[src/rtl/mem_arbiter_pkg.sv]
// Shared types and constants for the two-port memory arbiter.
// Requester 0 is the CPU, requester 1 the program loader/debug port.
package mem_arbiter_pkg;

   typedef enum logic [1:0] {
      ARB_IDLE = 2'd0,
      ARB_OWN0 = 2'd1,
      ARB_OWN1 = 2'd2
   } arb_state_t;

   localparam logic REQ_CPU = 1'b0;
   localparam logic REQ_LDR = 1'b1;

endpackage

[src/rtl/arb_burst_counter.sv]
// Counts granted beats of the current owner; tc flags that the next
// increment completes a MAX_BURST-beat burst.
module arb_burst_counter #(
   parameter int unsigned MAX_BURST = 4,
   localparam int unsigned CNT_W    = $clog2(MAX_BURST + 1)
) (
   input  logic clk,
   input  logic rst_,
   input  logic clr,
   input  logic inc,
   output logic tc
);

   logic [CNT_W-1:0] cnt_q;
   logic [CNT_W-1:0] cnt_d;

   always_comb begin
      cnt_d = cnt_q;
      if (clr) begin
         cnt_d = '0;
      end else if (inc) begin
         cnt_d = cnt_q + 1'b1;
      end
   end

   always_ff @(posedge clk or negedge rst_) begin
      if (!rst_) begin
         cnt_q <= '0;
      end else begin
         cnt_q <= cnt_d;
      end
   end

   assign tc = (cnt_q == CNT_W'(MAX_BURST - 1));

endmodule

[src/rtl/mem_arbiter.sv]
// Round-robin arbiter sharing one synchronous memory between the CPU and
// the loader port, with a bounded burst per ownership.
module mem_arbiter
   import mem_arbiter_pkg::*;
#(
   parameter int unsigned ADDR_W    = 5,
   parameter int unsigned DATA_W    = 8,
   parameter int unsigned MAX_BURST = 4
) (
   input  logic              clk,
   input  logic              rst_,
   input  logic              req0,
   input  logic              we0,
   input  logic [ADDR_W-1:0] addr0,
   input  logic [DATA_W-1:0] wdata0,
   input  logic              req1,
   input  logic              we1,
   input  logic [ADDR_W-1:0] addr1,
   input  logic [DATA_W-1:0] wdata1,
   output logic              gnt0,
   output logic              gnt1,
   output logic              rvalid0,
   output logic              rvalid1,
   output logic [DATA_W-1:0] rdata0,
   output logic [DATA_W-1:0] rdata1,
   output logic [ADDR_W-1:0] mem_addr,
   output logic [DATA_W-1:0] mem_wdata,
   output logic              mem_rd,
   output logic              mem_wr,
   input  logic [DATA_W-1:0] mem_rdata
);

   arb_state_t state_q, state_d;
   logic       prio_q, prio_d;
   logic       rd_pend0_q, rd_pend0_d;
   logic       rd_pend1_q, rd_pend1_d;
   logic       burst_clr, burst_inc, burst_tc;

   arb_burst_counter #(
      .MAX_BURST (MAX_BURST)
   ) u_burst (
      .clk  (clk),
      .rst_ (rst_),
      .clr  (burst_clr),
      .inc  (burst_inc),
      .tc   (burst_tc)
   );

   always_comb begin
      gnt0      = (state_q == ARB_OWN0) && req0;
      gnt1      = (state_q == ARB_OWN1) && req1;
      state_d   = state_q;
      prio_d    = prio_q;
      burst_clr = 1'b0;
      burst_inc = 1'b0;
      case (state_q)
         ARB_IDLE: begin
            burst_clr = 1'b1;
            if (req0 && req1) begin
               state_d = (prio_q == REQ_LDR) ? ARB_OWN1 : ARB_OWN0;
            end else if (req0) begin
               state_d = ARB_OWN0;
            end else if (req1) begin
               state_d = ARB_OWN1;
            end
         end
         ARB_OWN0: begin
            if (!req0) begin
               prio_d    = REQ_LDR;
               burst_clr = 1'b1;
               state_d   = req1 ? ARB_OWN1 : ARB_IDLE;
            end else begin
               burst_inc = 1'b1;
               if (burst_tc) begin
                  burst_clr = 1'b1;
                  if (req1) begin
                     state_d = ARB_OWN1;
                     prio_d  = REQ_LDR;
                  end
               end
            end
         end
         ARB_OWN1: begin
            if (!req1) begin
               prio_d    = REQ_CPU;
               burst_clr = 1'b1;
               state_d   = req0 ? ARB_OWN0 : ARB_IDLE;
            end else begin
               burst_inc = 1'b1;
               if (burst_tc) begin
                  burst_clr = 1'b1;
                  if (req0) begin
                     state_d = ARB_OWN0;
                     prio_d  = REQ_CPU;
                  end
               end
            end
         end
         default: begin
            state_d = ARB_IDLE;
         end
      endcase
   end

   always_comb begin
      rd_pend0_d = gnt0 && !we0;
      rd_pend1_d = gnt1 && !we1;
      mem_rd     = (gnt0 && !we0) || (gnt1 && !we1);
      mem_wr     = (gnt0 && we0) || (gnt1 && we1);
      // Address/data lines idle on requester 0's values, forced low in reset
      mem_addr   = '0;
      mem_wdata  = '0;
      if (rst_) begin
         mem_addr  = gnt1 ? addr1 : addr0;
         mem_wdata = gnt1 ? wdata1 : wdata0;
      end
      rvalid0 = rd_pend0_q;
      rvalid1 = rd_pend1_q;
      rdata0  = rd_pend0_q ? mem_rdata : '0;
      rdata1  = rd_pend1_q ? mem_rdata : '0;
   end

   always_ff @(posedge clk or negedge rst_) begin
      if (!rst_) begin
         state_q    <= ARB_IDLE;
         prio_q     <= REQ_CPU;
         rd_pend0_q <= 1'b0;
         rd_pend1_q <= 1'b0;
      end else begin
         state_q    <= state_d;
         prio_q     <= prio_d;
         rd_pend0_q <= rd_pend0_d;
         rd_pend1_q <= rd_pend1_d;
      end
   end

endmodule
[config.mk]
export PLATFORM = sky130hd
export DESIGN_NAME = mem_arbiter
export DESIGN_NICKNAME = d
export VERILOG_FILES = /design/src/rtl/mem_arbiter_pkg.sv /design/src/rtl/arb_burst_counter.sv /design/src/rtl/mem_arbiter.sv
export SDC_FILE = /design/constraint.sdc
export NUM_CORES = 1
export LEC_CHECK = 0
export BUFFER_PORTS_ARGS = -buffer_cell sky130_fd_sc_hd__buf_2
export CELL_PAD_IN_SITES_DETAIL_PLACEMENT = 1
export CELL_PAD_IN_SITES_GLOBAL_PLACEMENT = 1
export CORE_MARGIN = 2
export CORE_UTILIZATION = 22
export DETAILED_ROUTE_END_ITERATION = 16
export PLACE_DENSITY_LB_ADDON = 0.1
export SLEW_MARGIN = 20
export SYNTH_ARGS = -nofsm -noshare
export SYNTH_HDL_FRONTEND = slang
export SYNTH_SLANG_ARGS = --single-unit
[constraint.sdc]
create_clock -name clk -period 1.65 [get_ports clk]
set_input_delay 0.33 -clock clk [delete_from_list [all_inputs] [get_ports clk]]
set_output_delay 0.33 -clock clk [all_outputs]
set_load 0.02 [all_outputs]
==> results.cfg <==
[detailed_routing]
ant_nets = 0
routed-via-count = 1266
routed_wl_um = 4059
wl_per_cell_um = 15.15
drtIter0Drc = 19
dr.pass1.iters = 3
drc = 0
viasPerCell = 4.724

[final_layout]
drive_gt1_share_pct = 69.72
layout.nets = 266
nFillCells = 504
area_delta_synth_final_pct = 113.9
antenna_cells = 0

[placed_design]
place.gp.congestion = 0.7815
hpwlAfterDp_um = 3044
port_buffers = 74

[floorplan]
die_h_um = 68.61
core_um2 = 4000
die_area_um2 = 4707
initial_core_util_pct = 22.96
die_w_um = 68.61
num_rows = 23
num_io_pins = 75

[sta]
slew_headroom_pct = 82.66
skew_ns = 0.001253
fmax_mhz = 552.3
final-setup-viol-count = 15
period_share_pct = 109.7
rsz0062_at_grt = true
period_minus_slack_ns = 1.811
whs_ns = 0.2380
tightest_slew_ns = 0.2601
hold_viol_final = 0
fin_ws_ns = -0.1607
drv_slew = 0

[critical_path]
critPathRequiredTime_ns = 1.32
crit_fanout = 5
path_class = flop to output port
crit_path_end_kind = output port
critPathArrivalTime_ns = 1.48
critPathLaunchType = flop

[synth]
syn_inst = 123
synth_edf_count = 0
syn_nets = 169
avgSynthCellArea_um2 = 7.467
synth_flop_cell = dfrtp_1
async_flop_share_pct = 100.0
syn_area_um2 = 918.4
yosysWarnings = 0
ys_ff_latch = 8
ys_types = 30
synth_seq_area_share_pct = 21.80

[grt]
use_met1_pct = 18.29
met3_usage_pct = 4.545
grtUsageTotal_pct = 16.60
grt.overflow.total = 0
grt_start_max_net_pins = 15
grt_antenna_before_repair = 0
grt_pass1_vias = 1236
grt_pass1_wl_um = 5885
use_met2_pct = 31.97
grt.busiest_layer = met2

[clock_tree]
cts_tree = built
ctsHoldBuffers = 0
htreeDepth = 1
root_buffer = clkbuf_8
cts.sinks = 8
cts_buffers = 3
clkTransAtPathRegs_ns = 0.04
cts.path.max_buffers = 2
clk_latency_ns = 0.23

[job]
cap_violations = 0

[power]
vdd_drop_max_mv = 0.7336
total_power_mw = 2.317
leakage_nw = 0.9925
power.density_nw_per_um2 = 1179

[worst_hold_path]
hp-class = input port to asynchronous set/reset pin

[status]
run_status = complete, but fails checks
violations = negative setup slack
worst max-delay path: stages, from the launching register on:
cell and delay (ns):
dfrtp_2 0.44, ha_4 0.19, nand2_8 0.12, buf_6 0.14, nand2_2 0.06, a21boi_2 0.16, buf_6 0.14
repair_timing:
item | in CTS | in global routing
endpoints found under the setup margin | 18 | 20
setup buffers | 5 | 3
cloned | 2 | 0
pin swaps | 19 | 15
resized for setup | 63 | 27
sequential cells by signal, indices dropped and copies added, names as in the netlist:
register	cells
rvalid1	1
state_q	2
prio_q	1
rvalid0	1
u_burst.cnt_q	3
cell families (layout without fill, tap and decap cells):
kind of cell	after synthesis	after routing	synth area share, %
AND/OR/NAND/NOR	57	57	30.66
AO/OA/AOI/OAI	37	37	31.20
buffers and inverters	14	109	7.084
flip-flops	8	8	21.80
adder cells (fa/ha/maj)	6	6	8.174
multiplexers	1	1	1.090
worst paths after layout:
check | cells past startpoint | start | endpoint | slack, ns
max | 6 | state_q[1] | mem_wdata[1] | -0.16
min | 2 | rst_ | u_burst.cnt_q[1] | 0.24
max reg2reg | 5 | u_burst.cnt_q[0] | u_burst.cnt_q[2] | 0.04
min reg2reg | 2 | u_burst.cnt_q[1] | u_burst.cnt_q[1] | 0.59
max in group asynchronous | 2 | rst_ | state_q[1] | 1.27
min in group clk | 2 | we0 | rvalid0 | 0.31
synthesized netlist by cell type (all sizes together), types with 2 or more instances:
cell	count	area, µm²
a22oi	3	27.52
and2	16	100.1
a221oi	2	30.03
dfrtp	8	200.2
buf	3	23.77
a21oi	7	35.03
nand2	30	112.6
o21ai	3	15.01
a21boi	14	105.1
a221o	3	30.03
nor2	3	11.26
a22o	2	17.52
ha	6	75.07
clkbuf	2	7.510
inv	9	33.78
nand2b	4	32.53
cells in the final DEF, fill, tap and decap left out, drive strengths merged, types with 3 or more instances in the layout:
master	n
nand2b	4
ha	6
a21boi	14
a221o	3
nor2	3
clkbuf	3
nand2	30
a22oi	3
o21ai	3
dfrtp	8
inv	9
buf	96
a21oi	7
and2	16
stage by stage:
stage / cell area [µm²] / utilization, % / instances / setup TNS, ns / setup WS (ns)
6_report: 1964 / 49.11 / 268 / -1.894 / -0.1607
5_1_grt: 1964 / 49.11 / 268 / -2.713 / -0.2289
4_1_cts: 1848 / 46.20 / 266 / -1.700 / -0.1309
3_5_place_dp: 1539 / 38.47 / 256 / -0.2190 / -0.06168
3_3_place_gp: 1539 / 38.47 / 256 / -0.01690 / -0.01690
2_1_floorplan: 1037 / - / 123 / 0 / 0.001110
routing by layer:
layer | vias up | wire length [µm] | share of wire [%]
met5 | - | 0 | 0
met4 | 0 | 16 | 0.39
met3 | 3 | 318 | 7.8
met2 | 47 | 2127 | 52
met1 | 602 | 1597 | 39
li1 | 614 | - | -
cell type report:
cell class / count / area, µm² / area share, %
clock buffer: 3 / 41.29 / 2.102
timing repair buffer: 96 / 653.1 / 33.25
sequential: 8 / 201.4 / 10.25
inverter: 9 / 48.80 / 2.484
tap: 50 / 62.56 / 3.185
timing repair inverter: 1 / 8.758 / 0.4459
multi-input combinational: 101 / 948.4 / 48.28
power breakdown:
part | switching (mW) | internal (mW) | leakage (nW)
combinational | 0.884 | 0.861 | 0.868
sequential | 0.0712 | 0.263 | 0.103
clock | 0.0796 | 0.158 | 0.0216
total | 1.03 | 1.28 | 0.992
No activity file was read; power rests on OpenSTA's default activity.
